--- src/rtl/spectro_band_accumulator.sv ---
// spectro_band_accumulator
//   Integrates one unsigned magnitude per band over a frame of FRAME_LEN accepted beats,
//   saturating each band independently. At frame end the sums are latched into a shadow
//   buffer and drained one band per beat over a valid/ready stream. A frame that ends
//   while the shadow buffer is still occupied is dropped and flags a sticky overrun.
//
// Ports
//   clk        clock, rising edge
//   rst        synchronous active-high reset
//   in_valid   sample beat strobe (always accepted)
//   in_data    band b at [b*IN_W +: IN_W]
//   out_valid  shadow word presented
//   out_ready  consumer accepts the word
//   out_data   scaled, clamped sum of the current band
//   out_band   index of the current band
//   out_last   high with the final band
//   frame_id   latched frame count, mod 256
//   overrun    sticky dropped-frame flag
module spectro_band_accumulator #(
    parameter int unsigned NUM_BANDS = 8,
    parameter int unsigned IN_W      = 8,
    parameter int unsigned ACC_W     = 16,
    parameter int unsigned FRAME_LEN = 256,
    parameter int unsigned OUT_SHIFT = 8,
    parameter int unsigned OUT_W     = 8
) (
    input  logic                         clk,
    input  logic                         rst,
    input  logic                         in_valid,
    input  logic [NUM_BANDS*IN_W-1:0]    in_data,
    output logic                         out_valid,
    input  logic                         out_ready,
    output logic [OUT_W-1:0]             out_data,
    output logic [$clog2(NUM_BANDS)-1:0] out_band,
    output logic                         out_last,
    output logic [7:0]                   frame_id,
    output logic                         overrun
);

    localparam int unsigned IdxW  = $clog2(NUM_BANDS);
    localparam int unsigned CntW  = $clog2(FRAME_LEN);
    localparam int unsigned WideW = (ACC_W > OUT_W) ? ACC_W : OUT_W;

    typedef enum logic [0:0] {StIdle, StDrain} state_e;

    state_e            state_q, state_d;
    logic [CntW-1:0]   cnt_q, cnt_d;
    logic [IdxW-1:0]   idx_q, idx_d;
    logic [7:0]        frame_id_q, frame_id_d;
    logic              overrun_q, overrun_d;
    logic [ACC_W-1:0]  acc_q    [NUM_BANDS];
    logic [ACC_W-1:0]  acc_d    [NUM_BANDS];
    logic [ACC_W-1:0]  shadow_q [NUM_BANDS];
    logic [ACC_W-1:0]  cand     [NUM_BANDS];

    logic              frame_end;
    logic              idx_last;
    logic              shadow_load;
    logic [ACC_W:0]    sum_wide;
    logic [WideW-1:0]  shifted_wide;

    assign frame_end = in_valid && (cnt_q == CntW'(FRAME_LEN - 1));
    assign idx_last  = (idx_q == IdxW'(NUM_BANDS - 1));

    // Saturating per-band sums; cand is also the candidate frame on the frame-end beat.
    always_comb begin
        sum_wide = '0;
        for (int b = 0; b < NUM_BANDS; b++) begin
            sum_wide = {1'b0, acc_q[b]} + (ACC_W + 1)'(in_data[b*IN_W +: IN_W]);
            cand[b]  = sum_wide[ACC_W] ? {ACC_W{1'b1}} : sum_wide[ACC_W-1:0];
            acc_d[b] = acc_q[b];
            if (in_valid) begin
                acc_d[b] = frame_end ? '0 : cand[b];
            end
        end
    end

    always_comb begin
        cnt_d = cnt_q;
        if (in_valid) begin
            cnt_d = frame_end ? '0 : cnt_q + 1'b1;
        end
    end

    // Buffer FSM. The final handshake frees the shadow in the same cycle, so a frame end
    // coinciding with it is latched rather than dropped.
    always_comb begin
        state_d     = state_q;
        idx_d       = idx_q;
        frame_id_d  = frame_id_q;
        overrun_d   = overrun_q;
        shadow_load = 1'b0;
        unique case (state_q)
            StIdle: begin
                if (frame_end) begin
                    shadow_load = 1'b1;
                    idx_d       = '0;
                    frame_id_d  = frame_id_q + 8'd1;
                    state_d     = StDrain;
                end
            end
            StDrain: begin
                if (out_ready && !idx_last) begin
                    idx_d = idx_q + 1'b1;
                end
                if (out_ready && idx_last) begin
                    idx_d   = '0;
                    state_d = StIdle;
                    if (frame_end) begin
                        shadow_load = 1'b1;
                        frame_id_d  = frame_id_q + 8'd1;
                        state_d     = StDrain;
                    end
                end else if (frame_end) begin
                    overrun_d = 1'b1;
                end
            end
            default: state_d = StIdle;
        endcase
    end

    always_ff @(posedge clk) begin
        if (rst) begin
            state_q    <= StIdle;
            cnt_q      <= '0;
            idx_q      <= '0;
            frame_id_q <= '0;
            overrun_q  <= 1'b0;
            for (int b = 0; b < NUM_BANDS; b++) begin
                acc_q[b]    <= '0;
                shadow_q[b] <= '0;
            end
        end else begin
            state_q    <= state_d;
            cnt_q      <= cnt_d;
            idx_q      <= idx_d;
            frame_id_q <= frame_id_d;
            overrun_q  <= overrun_d;
            for (int b = 0; b < NUM_BANDS; b++) begin
                acc_q[b] <= acc_d[b];
                if (shadow_load) begin
                    shadow_q[b] <= cand[b];
                end
            end
        end
    end

    // Shift then clamp to the output range, evaluated in a width that holds both.
    always_comb begin
        shifted_wide = WideW'(shadow_q[idx_q] >> OUT_SHIFT);
        if (shifted_wide > WideW'({OUT_W{1'b1}})) begin
            out_data = {OUT_W{1'b1}};
        end else begin
            out_data = shifted_wide[OUT_W-1:0];
        end
    end

    assign out_valid = (state_q == StDrain);
    assign out_band  = idx_q;
    assign out_last  = (state_q == StDrain) && idx_last;
    assign frame_id  = frame_id_q;
    assign overrun   = overrun_q;

endmodule

--- config.mk ---
export PLATFORM = sky130hd
export DESIGN_NAME = spectro_band_accumulator
export DESIGN_NICKNAME = d
export VERILOG_FILES = /design/src/rtl/spectro_band_accumulator.sv
export SDC_FILE = /design/constraint.sdc
export NUM_CORES = 1
export LEC_CHECK = 0
export BUFFER_PORTS_ARGS = -buffer_cell sky130_fd_sc_hd__buf_2
export CAP_MARGIN = 20
export CELL_PAD_IN_SITES_DETAIL_PLACEMENT = 0
export CELL_PAD_IN_SITES_GLOBAL_PLACEMENT = 1
export CORE_ASPECT_RATIO = 1.5
export CORE_UTILIZATION = 45
export DETAILED_ROUTE_END_ITERATION = 7
export GPL_TIMING_DRIVEN = 0
export HOLD_SLACK_MARGIN = 0.15
export MAX_ROUTING_LAYER = met4
export PLACE_DENSITY = 0.84
export SYNTH_ARGS = -nofsm -noshare
export SYNTH_HDL_FRONTEND = slang
export SYNTH_SLANG_ARGS = --single-unit
export TNS_END_PERCENT = 20
--- constraint.sdc ---
create_clock -name clk -period 7.6 [get_ports clk]
set_input_delay 1.14 -clock clk [delete_from_list [all_inputs] [get_ports clk]]
set_output_delay 1.14 -clock clk [all_outputs]
set_load 0.05 [all_outputs]
==> flow_metrics.tcl, run 1 <==
set metrics [dict create \
    synth_xor_area_share_pct 5.177 \
    wirelength_mm 36.59 \
    synth_nets 1572 \
    ff_latch_area_um2 4965 \
    drive_gt1_share_pct 11.81 \
    timing_worst_slew_pin_value_ns 1.060 \
    hold_path_class "flop to flop" \
    setup_repair_after_global_routing_missed_its_margin "false" \
    syn2layout_area_growth_pct 13.31 \
    maxSlewViolCount 0 \
    num-fill-cells 2581 \
    most_frequent_standard_cell_in_the_layout_excluding_fill_and_tap_cells "sky130_fd_sc_hd__nand2_1" \
    vias_per_cell 5.968 \
    io_pins 90 \
    port_buffers 88 \
    largest_family_of_logic_cells_by_synthesized_area "compound AO/OA/AOI/OAI gates" \
    synthAdderAreaFrac_pct 7.968 \
    drt_iter0_markers 806 \
    leakagePower_nw 5.655 \
    dp_hpwl_mm 26.60 \
    setup_failing_eps_final 0 \
    clk_sink_count 216 \
    core_um2 27500 \
    sum_of_negative_setup_slack_ns 0 \
    synthFlopType "sky130_fd_sc_hd__dfxtp_1" \
    synth_mux_area_share_pct 3.944 \
    setup.worst_path.end_class "primary output" \
    path_clk_slew_ns 0.06 \
    postLayoutCoreUtil_pct 52.28 \
    setup.worst_path.end "out_data[5]" \
    core.rowCount 74 \
    outcome "finished with violations" \
    initial_core_util_pct 46.14 \
    post_cts.resized_instances 0 \
    worstSetupStartpointType "flop" \
    post-layout-total-power_mw 3.029 \
    grt-ovfl-total 0 \
    remaining_drc_errors 4 \
    peakVddDrop_mv 0.1424 \
    worstSkewPairLatency_ns 0.51 \
    max_freq_mhz 255.3 \
    synth-simple-area-share_pct 17.29 \
    cts_inserted_buffers 23 \
    htreeDepth 1 \
    netlist-cell-type-count 76 \
    r2r_start "out_band[0]" \
    vias 11340 \
    syn_area_per_cell_um2 8.885 \
    cellPowerDensity_nw_per_um2 210.7 \
    cts_tree "built" \
    r2r.worst_path.cells 7 \
    grt_pass1_wl_mm 57.39 \
    footprint_of_the_multi_input_gates_um2 7296 \
    grt_antenna_before_repair 0 \
    reg2reg_to "shadow_q[1][14]" \
    register_area_share_after_synthesis_pct 39.13 \
    drt_first_pass_iters 8 \
    die_width_um 139.1 \
    failed_checks "DRC" \
    first_global_vias 10830 \
    min_delay_startpoint "acc_q[1][32]" \
    clock_tree.buffer_depth 3 \
    worst-endpoint-required_ns 6.46 \
    gr-usage-all-layers_pct 25.91 \
    number_of_enable_type_register_cells_in_the_synthesized_netlist 64 \
    cts_setup_buffers 0 \
    maxCapViolations 0 \
    grt_start_max_net_pins 32 \
    fin_nets 1687 \
    crit_path_max_fanout 10 \
    max_slew_margin_pct 29.35 \
    cts_hold_repair.buffers 0 \
    worst_clock_skew_ns 0.01388 \
    fin_crit_sh_pct 51.53 \
    height_of_the_die_um 207.7 \
    synth_compound_area_share_pct 23.04 \
    diodes 0 \
    clockRootBuffer "sky130_fd_sc_hd__clkbuf_16" \
    antenna_violating_nets_post_route 0 \
    synth_register_bits 216 \
    synthArstFlopShare_pct 0 \
    synth_cells 1428 \
    gp_congestion 0.8864 \
    die_area_um2 28890 \
    time_the_worst_path_needs_with_i_o_delays_and_setup_ns 3.916 \
    timing.critical_path.arrival_ns 2.78 \
    area_of_the_mapped_netlist_um2 12690 \
    rrSetupSlack_ns 4.35 \
    timing_worst_setup_path_type "flop to primary output" \
    most-common-layout-cells "sky130_fd_sc_hd__nand2_1, sky130_fd_sc_hd__dfxtp_1, sky130_fd_sc_hd__a21oi_1" \
    finalHoldViolations 0 \
    avgRoutedWirePerCell_um 19.26 \
    synth_warnings 0 \
]
cell families after synthesis:
| group | after synthesis |
|---|---|
| fa+ha+maj | 76 |
| mux | 29 |
| compound gates | 460 |
| buf+inv | 113 |
| xor+xnor | 75 |
| simple gates | 459 |
| flops | 216 |
routing by layer:
layer	part of all wire, %	GRT usage (%)
met5	0	-
met4	4.4	11.57
met3	5.7	3.137
met2	50	44.90
met1	40	29.91
through the flow:
step	setup slack, ns	cell area (um2)	std cells	hold WS (ns)
floorplan	0.8058	12690	1428	0.4197
global placement	-0.9236	13560	1858	0.4277
detailed placement	3.480	13620	1860	0.4346
CTS	3.621	14380	1900	0.4437
global route	3.498	14380	1900	0.4605
finish	3.684	14380	1900	0.4417
where the power goes:
part	switching (mW)	internal, mW
clock	0.473	0.689
sequential	0.0407	1.25
combinational	0.338	0.234
layout make-up:
class	count	area share, %
Clock inverter	15	1.244
Sequential cell	216	34.53
Tap cell	342	2.976
Timing Repair Buffer	90	3.394
Clock buffer	25	4.055
Inverter	42	1.097
Multi-Input combinational cell	1099	50.74
Buffer	71	1.958
state kept, by name, summed over array words and instances (netlist names), named ones only:
name,count
acc_q,128
cnt_q,8
frame_id,8
out_band,3
out_valid,1
overrun,1
shadow_q,64
critical path: stages, from the launching register on:
cell	delay, ns
sky130_fd_sc_hd__dfxtp_1	0.31
sky130_fd_sc_hd__clkbuf_1	0.42
sky130_fd_sc_hd__buf_2	0.42
sky130_fd_sc_hd__mux4_2	0.59
sky130_fd_sc_hd__mux2_2	0.31
sky130_fd_sc_hd__buf_2	0.22
cell usage after synthesis (8+ instances only):
library cell / count / area share [%]
sky130_fd_sc_hd__nand2_1: 169 / 5.0
sky130_fd_sc_hd__dfxtp_1: 152 / 24
sky130_fd_sc_hd__a21oi_1: 129 / 5.1
sky130_fd_sc_hd__o21ai_0: 115 / 4.5
sky130_fd_sc_hd__nor2_1: 84 / 2.5
sky130_fd_sc_hd__ha_1: 68 / 6.7
sky130_fd_sc_hd__edfxtp_1: 64 / 15
sky130_fd_sc_hd__clkbuf_1: 57 / 1.7
sky130_fd_sc_hd__nor3_1: 46 / 1.8
sky130_fd_sc_hd__xnor2_1: 43 / 3.0
sky130_fd_sc_hd__inv_1: 41 / 1.2
sky130_fd_sc_hd__nand3_1: 39 / 1.5
sky130_fd_sc_hd__and3_1: 33 / 1.6
sky130_fd_sc_hd__xor2_1: 32 / 2.2
sky130_fd_sc_hd__a21o_1: 31 / 1.8
sky130_fd_sc_hd__a211oi_1: 21 / 1.2
sky130_fd_sc_hd__a31oi_1: 19 / 0.94
sky130_fd_sc_hd__o211ai_1: 19 / 1.1
sky130_fd_sc_hd__o21ai_1: 18 / 0.71
sky130_fd_sc_hd__mux4_2: 16 / 2.8
sky130_fd_sc_hd__nand4_1: 15 / 0.74
sky130_fd_sc_hd__a22o_1: 14 / 0.97
sky130_fd_sc_hd__o2bb2ai_1: 14 / 0.97
sky130_fd_sc_hd__buf_2: 12 / 0.47
sky130_fd_sc_hd__nor2b_1: 11 / 0.54
sky130_fd_sc_hd__o21a_1: 11 / 0.65
sky130_fd_sc_hd__and2_1: 10 / 0.49
sky130_fd_sc_hd__and4_1: 8 / 0.55
sky130_fd_sc_hd__fa_1: 8 / 1.3
sky130_fd_sc_hd__mux2_2: 8 / 0.71
sky130_fd_sc_hd__or3_1: 8 / 0.39
worst min-delay path by stage:
stage	cells after the start	to	slack, ns
4_1_cts	2	acc_q[0][18]	0.44
5_1_grt	2	acc_q[1][0]	0.46
6_report	2	acc_q[1][32]	0.44
2_1_floorplan	2	acc_q[0][0]	0.42
3_3_place_gp	2	acc_q[1][3]	0.43
3_5_place_dp	2	acc_q[0][18]	0.43
Note: power is estimated with default switching activity, not from simulation.
==> run 2, diff against run 1 <==
--- a/config.mk
+++ b/config.mk
@@ -5,17 +5,18 @@
 export SDC_FILE = /design/constraint.sdc
 export NUM_CORES = 1
 export LEC_CHECK = 0
+export ABC_AREA = 1
 export BUFFER_PORTS_ARGS = -buffer_cell sky130_fd_sc_hd__buf_2
 export CAP_MARGIN = 20
 export CELL_PAD_IN_SITES_DETAIL_PLACEMENT = 0
 export CELL_PAD_IN_SITES_GLOBAL_PLACEMENT = 1
 export CORE_ASPECT_RATIO = 1.5
-export CORE_UTILIZATION = 45
+export CORE_UTILIZATION = 44
 export DETAILED_ROUTE_END_ITERATION = 7
 export GPL_TIMING_DRIVEN = 0
 export HOLD_SLACK_MARGIN = 0.15
 export MAX_ROUTING_LAYER = met4
-export PLACE_DENSITY = 0.84
+export PLACE_DENSITY = 0.86
 export SYNTH_ARGS = -nofsm -noshare
 export SYNTH_HDL_FRONTEND = slang
 export SYNTH_SLANG_ARGS = --single-unit
==> constraint.sdc (replaced) <==
create_clock -name clk -period 4.07 [get_ports clk]
set_input_delay 0.6105 -clock clk [delete_from_list [all_inputs] [get_ports clk]]
set_output_delay 0.6105 -clock clk [all_outputs]
set_load 0.05 [all_outputs]
==> run 2 against run 1 <==
Compared with the run above: sequential share of layout area shrank 1.5 points; cell area grew 4.5%; combinational power grew 68%; wire length grew 2.9%; register-to-register slack lost 2.7 ns; hold slack lost 0.015 ns; die area grew 7.4%; sequential cell count is the same; the run now ends clean; largest power group unchanged; setup slack lost 2.7 ns; global-route usage shrank 0.18 points; clock power grew 78%; first-iteration DRC count shrank 23%; largest cell class unchanged.
==> flow_metrics.tcl, run 2 <==
set metrics [dict create \
    worst-endpoint-required_ns 3.46 \
    maxSlewViolCount 0 \
    drive_gt1_share_pct 7.667 \
    synthArstFlopShare_pct 0 \
    synth.cells.most_frequent "sky130_fd_sc_hd__nand2_1, sky130_fd_sc_hd__inv_1, sky130_fd_sc_hd__nand3_1" \
    max_slew_margin_pct 26.52 \
    max_freq_mhz 323.7 \
    drt_first_pass_iters 5 \
    sum_of_negative_setup_slack_ns 0 \
    worstSetupStartpointType "flop" \
    core_um2 29670 \
    synth_nets 2097 \
    worst_clock_skew_ns 0.01239 \
    hold-worst-slack_ns 0.4266 \
    final_cell_count_no_fill 2482 \
    wirelength_mm 37.65 \
    dp_hpwl_mm 28.38 \
    clockRootBuffer "sky130_fd_sc_hd__clkbuf_16" \
    power_switching_share_pct 29.84 \
    cellPowerDensity_nw_per_um2 362.4 \
    final_cell_area_um2 15020 \
    leakagePower_nw 7.437 \
    netlist-cell-type-count 43 \
    gp_congestion 0.9088 \
    htreeDepth 1 \
    drt_iter0_markers 619 \
    top_regs "acc_q: 128 flops, shadow_q: 64 flops" \
    place_inst 2438 \
    synthFlopType "sky130_fd_sc_hd__dfxtp_1" \
    vias 12760 \
    largest-register "acc_q" \
    first_global_vias 12400 \
    timing_worst_slew_pin_value_ns 1.102 \
    cts_tree "built" \
    vias_per_cell 5.140 \
    grt_start_max_net_pins 37 \
    setup_repair_after_global_routing_missed_its_margin "false" \
    io_pins 90 \
    power.share.clock_pct 38.0 \
    preCtsSetupSlack_ns 1.170 \
    synth_cells 1953 \
    maxCapViolations 0 \
    initial_core_util_pct 44.94 \
    synth_register_bits 216 \
    die_width_um 144.2 \
    core.rowCount 77 \
    post-synth-top-count-cell "sky130_fd_sc_hd__nand2_1" \
    antenna_violating_nets_post_route 0 \
    clk_sink_count 216 \
    finalHoldViolations 0 \
    area_of_the_mapped_netlist_um2 13340 \
    clock_tree.buffer_depth 3 \
    post-route-worst-setup-slack_ns 0.9807 \
    setup.worst_path.end_class "primary output" \
    crit_path_max_fanout 10 \
    fin_nets 2213 \
    power.internal_mw 3.819 \
    peakVddDrop_mv 0.2853 \
    largest_register_ffs 128 \
    postLayoutCoreUtil_pct 50.62 \
    fin_crit_sh_pct 75.90 \
    die_area_um2 31020 \
    net-switching-power_mw 1.625 \
    height_of_the_die_um 215.2 \
    post_cts.resized_instances 0 \
    syn_area_per_cell_um2 6.829 \
    avgRoutedWirePerCell_um 15.17 \
    cts_hold_repair.buffers 0 \
    post-layout-total-power_mw 5.444 \
    num-fill-cells 3067 \
    sequentialPowerShare_pct 44.3 \
    dpl_cell_area_um2 14300 \
    register_area_share_after_synthesis_pct 37.23 \
    grt-ovfl-total 0 \
    cts_setup_buffers 0 \
    gr-usage-all-layers_pct 25.73 \
    grt_pass1_wl_mm 61.38 \
    synth_top_area_cells "sky130_fd_sc_hd__dfxtp_1, sky130_fd_sc_hd__nand2_1, sky130_fd_sc_hd__edfxtp_1" \
    timing_worst_setup_path_type "flop to primary output" \
    post-synth-top-area-cell "sky130_fd_sc_hd__dfxtp_1" \
    worstSkewPairLatency_ns 0.53 \
    synth_warnings 0 \
    hold_path_class "input port to flop" \
    number_of_enable_type_register_cells_in_the_synthesized_netlist 64 \
    syn2layout_area_growth_pct 12.63 \
    most-common-layout-cells "sky130_fd_sc_hd__nand2_1, sky130_fd_sc_hd__inv_1, sky130_fd_sc_hd__nand3_1" \
    outcome "complete, no violations" \
    grt_antenna_before_repair 0 \
    time_the_worst_path_needs_with_i_o_delays_and_setup_ns 3.089 \
    path_clk_slew_ns 0.06 \
    pwr-share-comb_pct 17.7 \
    cts_inserted_buffers 24 \
    diodes 0 \
    timing.critical_path.arrival_ns 2.48 \
    port_buffers 89 \
    most_frequent_standard_cell_in_the_layout_excluding_fill_and_tap_cells "sky130_fd_sc_hd__nand2_1" \
    setup_failing_eps_final 0 \
    yosys.area.top_type_share_pct 22.82 \
    remaining_drc_errors 0 \
]
[run 2: changes by cell type after synthesis, sizes merged, moves of 14 or more]
cell	before	now
nand2	169	655
inv	42	230
nand3	39	183
nor2	84	157
a21oi	130	88
xnor2	43	5
and3	33	0
a21o	31	6
a211oi	22	0
clkbuf	57	35
nor3	49	30
o211ai	19	1
mux4	16	0
o2bb2ai	14	0
[run 2: final timing paths]
check / from / end / slack [ns] / cells past startpoint
hold reg to reg: acc_q[0][39] / acc_q[0][39] / 0.45 / 2
setup reg to reg: cnt_q[0] / shadow_q[1][11] / 1.60 / 10
setup / recovery: flop / out_data[5] / 0.98 / 7
hold / removal: out_ready / out_band[1] / 0.43 / 3
[run 2: layout make-up]
class | instances | area (um2) | share of cell area, %
buffer | 51 | 225.2 | 1.499
clock buffer | 29 | 650.6 | 4.332
clock inverter | 15 | 71.32 | 0.4748
inverter | 232 | 875.8 | 5.831
multi-input combinational | 1454 | 7273 | 48.42
sequential | 216 | 4965 | 33.05
tap | 395 | 494.2 | 3.290
timing repair buffer | 90 | 465.4 | 3.099
[run 2: per-layer routing]
layer	track usage [%]	up-vias	part of all wire, %
met2	46.26	239	52
li1	-	6594	-
met3	2.986	62	3.6
met1	28.73	5863	42
met4	9.333	0	3.0
met5	-	-	0
[run 2: power groups by stage]
stage	clock network [mW]	logic [mW]	registers, mW
floorplan	0	0.707	2.44
finish	2.07	0.963	2.41
global route	2.20	1.09	2.43
detailed placement	0	0.960	2.46
CTS	2.11	0.967	2.41
global placement	0	0.942	2.46
[run 2: cells by family after synthesis]
logic type      synth area share (%)
simple gates                   32.97
xor+xnor                       3.152
flops                          37.23
buf+inv                        8.256
compound gates                 10.82
fa+ha+maj                      7.580
[run 2: worst max-delay path, cell delays in order, from the launching register on]
cell and delay [ns]:
sky130_fd_sc_hd__dfxtp_1 0.36, sky130_fd_sc_hd__inv_1 0.16, sky130_fd_sc_hd__clkbuf_1 0.39, sky130_fd_sc_hd__o21ai_0 0.16
sky130_fd_sc_hd__o22ai_1 0.17, sky130_fd_sc_hd__nor2_1 0.06, sky130_fd_sc_hd__a31oi_1 0.31, sky130_fd_sc_hd__buf_2 0.34
==> run 3, diff against run 2 <==
--- a/config.mk
+++ b/config.mk
@@ -11,12 +11,12 @@
 export CELL_PAD_IN_SITES_DETAIL_PLACEMENT = 0
 export CELL_PAD_IN_SITES_GLOBAL_PLACEMENT = 1
 export CORE_ASPECT_RATIO = 1.5
-export CORE_UTILIZATION = 44
+export CORE_UTILIZATION = 40
 export DETAILED_ROUTE_END_ITERATION = 7
 export GPL_TIMING_DRIVEN = 0
 export HOLD_SLACK_MARGIN = 0.15
 export MAX_ROUTING_LAYER = met4
-export PLACE_DENSITY = 0.86
+export PLACE_DENSITY = 0.83
 export SYNTH_ARGS = -nofsm -noshare
 export SYNTH_HDL_FRONTEND = slang
 export SYNTH_SLANG_ARGS = --single-unit
==> constraint.sdc (replaced) <==
create_clock -name clk -period 2.8 [get_ports clk]
set_input_delay 0.42 -clock clk [delete_from_list [all_inputs] [get_ports clk]]
set_output_delay 0.42 -clock clk [all_outputs]
set_load 0.05 [all_outputs]
==> run 3 against run 2 <==
Compared with the run above: first-iteration DRC count up 4.0%; core utilization down 4.1 points; final cell count up 0.85%; critical path depth down 1; hold slack worse by 0.19 ns; sequential cell count unchanged.
==> flow_metrics.tcl, run 3 (synthesized netlist as in run 2, its figures left out) <==
set metrics [dict create \
    post-layout-total-power_mw 8.536 \
    avgRoutedWirePerCell_um 15.27 \
    wirelength_mm 38.21 \
    cellPowerDensity_nw_per_um2 560.0 \
    antenna_violating_nets_post_route 0 \
    setup_failing_eps_final 0 \
    rrSetupSlack_ns 0.36 \
    cts_hold_repair.buffers 0 \
    max_freq_mhz 358.2 \
    drt_iter0_markers 644 \
    worst_clock_skew_ns 0.01350 \
    timing_worst_slew_pin_value_ns 1.099 \
    path_clk_slew_ns 0.06 \
    cts_inserted_buffers 24 \
    remaining_drc_errors 0 \
    clock_tree.buffer_depth 3 \
    initial_core_util_pct 40.74 \
    syn2layout_area_growth_pct 14.28 \
    sequentialPowerShare_pct 41.1 \
    largest-register "acc_q" \
    timing.critical_path.arrival_ns 2.37 \
    grt_antenna_before_repair 2 \
    vias_per_cell 5.070 \
    max_slew_margin_pct 26.73 \
    first_global_vias 12290 \
    die_width_um 151.1 \
    grt_start_max_net_pins 66 \
    hold_path_class "input port to flop" \
    height_of_the_die_um 225.6 \
    num-fill-cells 3386 \
    timing_worst_setup_path_type "flop to primary output" \
    fin_crit_sh_pct 99.71 \
    time_the_worst_path_needs_with_i_o_delays_and_setup_ns 2.792 \
    clk_sink_count 216 \
    vias 12690 \
    maxSlewViolCount 0 \
    path_common_cell "sky130_fd_sc_hd__nor2_1" \
    port_buffers 89 \
    dpl_cell_area_um2 14310 \
    setup_repair_after_global_routing_missed_its_margin "true" \
    dp_hpwl_mm 28.64 \
    core_um2 32740 \
    maxCapViolations 0 \
    cts_setup_buffers 0 \
    worstPathCellList "clkbuf_1, nor2_1, o22ai_1, nor2_1, a31oi_1, buf_2" \
    pwr-share-comb_pct 16.4 \
    worst-endpoint-required_ns 2.38 \
    power.share.clock_pct 42.5 \
    worstSetupStartpointType "flop" \
    clockRootBuffer "sky130_fd_sc_hd__clkbuf_16" \
    most_frequent_standard_cell_in_the_layout_excluding_fill_and_tap_cells "sky130_fd_sc_hd__nand2_1" \
    crit_path_max_fanout 10 \
    r2r_start "acc_q[0][48]" \
    htreeDepth 1 \
    critPathSlowestCell "sky130_fd_sc_hd__dfxtp_1" \
    top_regs "acc_q: 128 flops, shadow_q: 64 flops" \
    fin_nets 2212 \
    outcome "complete, no violations" \
    peakVddDrop_mv 0.4977 \
    setup.worst_path.end_class "primary output" \
    final_cell_area_um2 15240 \
    slowest_delay_ns 0.45 \
    power_switching_share_pct 27.95 \
    finalHoldViolations 0 \
    worst_hold_path.num_cells 4 \
    footprint_of_the_multi_input_gates_um2 7291 \
    grt_pass1_wl_mm 61.27 \
    setup.worst_path.end "out_data[2]" \
    die_area_um2 34090 \
    reg2reg_to "shadow_q[3][9]" \
    power.internal_mw 6.150 \
    drive_gt1_share_pct 8.293 \
    core.rowCount 81 \
    largest_register_ffs 128 \
    most-common-layout-cells "sky130_fd_sc_hd__nand2_1, sky130_fd_sc_hd__inv_1, sky130_fd_sc_hd__nand3_1" \
    cts_tree "built" \
    grt-ovfl-total 0 \
    gr-usage-all-layers_pct 23.75 \
    leakagePower_nw 7.528 \
    r2r.worst_path.cells 13 \
    drt_first_pass_iters 5 \
    net-switching-power_mw 2.385 \
    worstSkewPairLatency_ns 0.54 \
    ff_latch_area_um2 4965 \
    io_pins 90 \
    gp_congestion 0.9199 \
]
## run 3: area by class of cell
type	instances	area share, %
flip-flops and latches	216	32.58
inverters	232	5.747
diodes	2	0.03284
clock buffers	30	4.359
well taps	415	3.407
clock inverters	14	1.560
multi-input cells	1454	47.84
plain buffers	51	1.527
repair buffers	89	2.955
## run 3: repair_timing
action | 4_1_cts | 5_1_grt
gates resized for setup | 6 | 5
endpoints found under the setup margin | 8 | 8
cloned | 0 | 0
## run 3: worst min-delay path by stage
stage / from / slack, ns / to
after floorplan: acc_q[0][39] / 0.43 / acc_q[0][39]
after global placement: acc_q[0][23] / 0.44 / acc_q[0][23]
after detailed placement: acc_q[1][21] / 0.45 / acc_q[1][21]
after CTS: in_data[8] / 0.22 / acc_q[0][16]
after global routing: in_data[8] / 0.24 / acc_q[0][16]
final: in_data[8] / 0.23 / acc_q[0][16]
## run 3: power groups by stage
stage	Combinational, mW	Clock, mW	Sequential, mW
after floorplan	1.03	0	3.54
after global placement	1.38	0	3.57
after detailed placement	1.40	0	3.58
after CTS	1.41	3.70	3.51
after global routing	1.60	3.83	3.53
final	1.40	3.62	3.51
## run 3: stage by stage
stage          util [%]  TNS, ns  setup slack [ns]  hold WS (ns)  std cells
6_report          46.56        0          0.008071        0.2339       2503
5_1_grt           46.56  -0.1975          -0.04280        0.2371       2503
3_3_place_gp      43.70   -16.24           -0.2563        0.4407       2457
3_5_place_dp      43.71        0            0.1104        0.4469       2457
4_1_cts           46.49        0           0.02008        0.2181       2501
2_1_floorplan         -        0            0.2054        0.4298       1953
## run 3: worst max-delay path, delay by kind of cell, from the launching register on
family	cells	cell delay (ns)
buffers and inverters	2	0.70
AO/OA/AOI/OAI	2	0.50
flip-flops	1	0.45
AND/OR/NAND/NOR	2	0.19
## run 3: layer usage
layer / wire length (um) / part of all wire [%] / global-route usage, % / vias up
li1: - / - / - / 6585
met1: 15930 / 42 / 26.31 / 5797
met2: 19340 / 51 / 42.39 / 232
met3: 1475 / 3.9 / 2.949 / 77
met4: 1466 / 3.8 / 9.806 / 0
met5: 0 / 0 / - / -
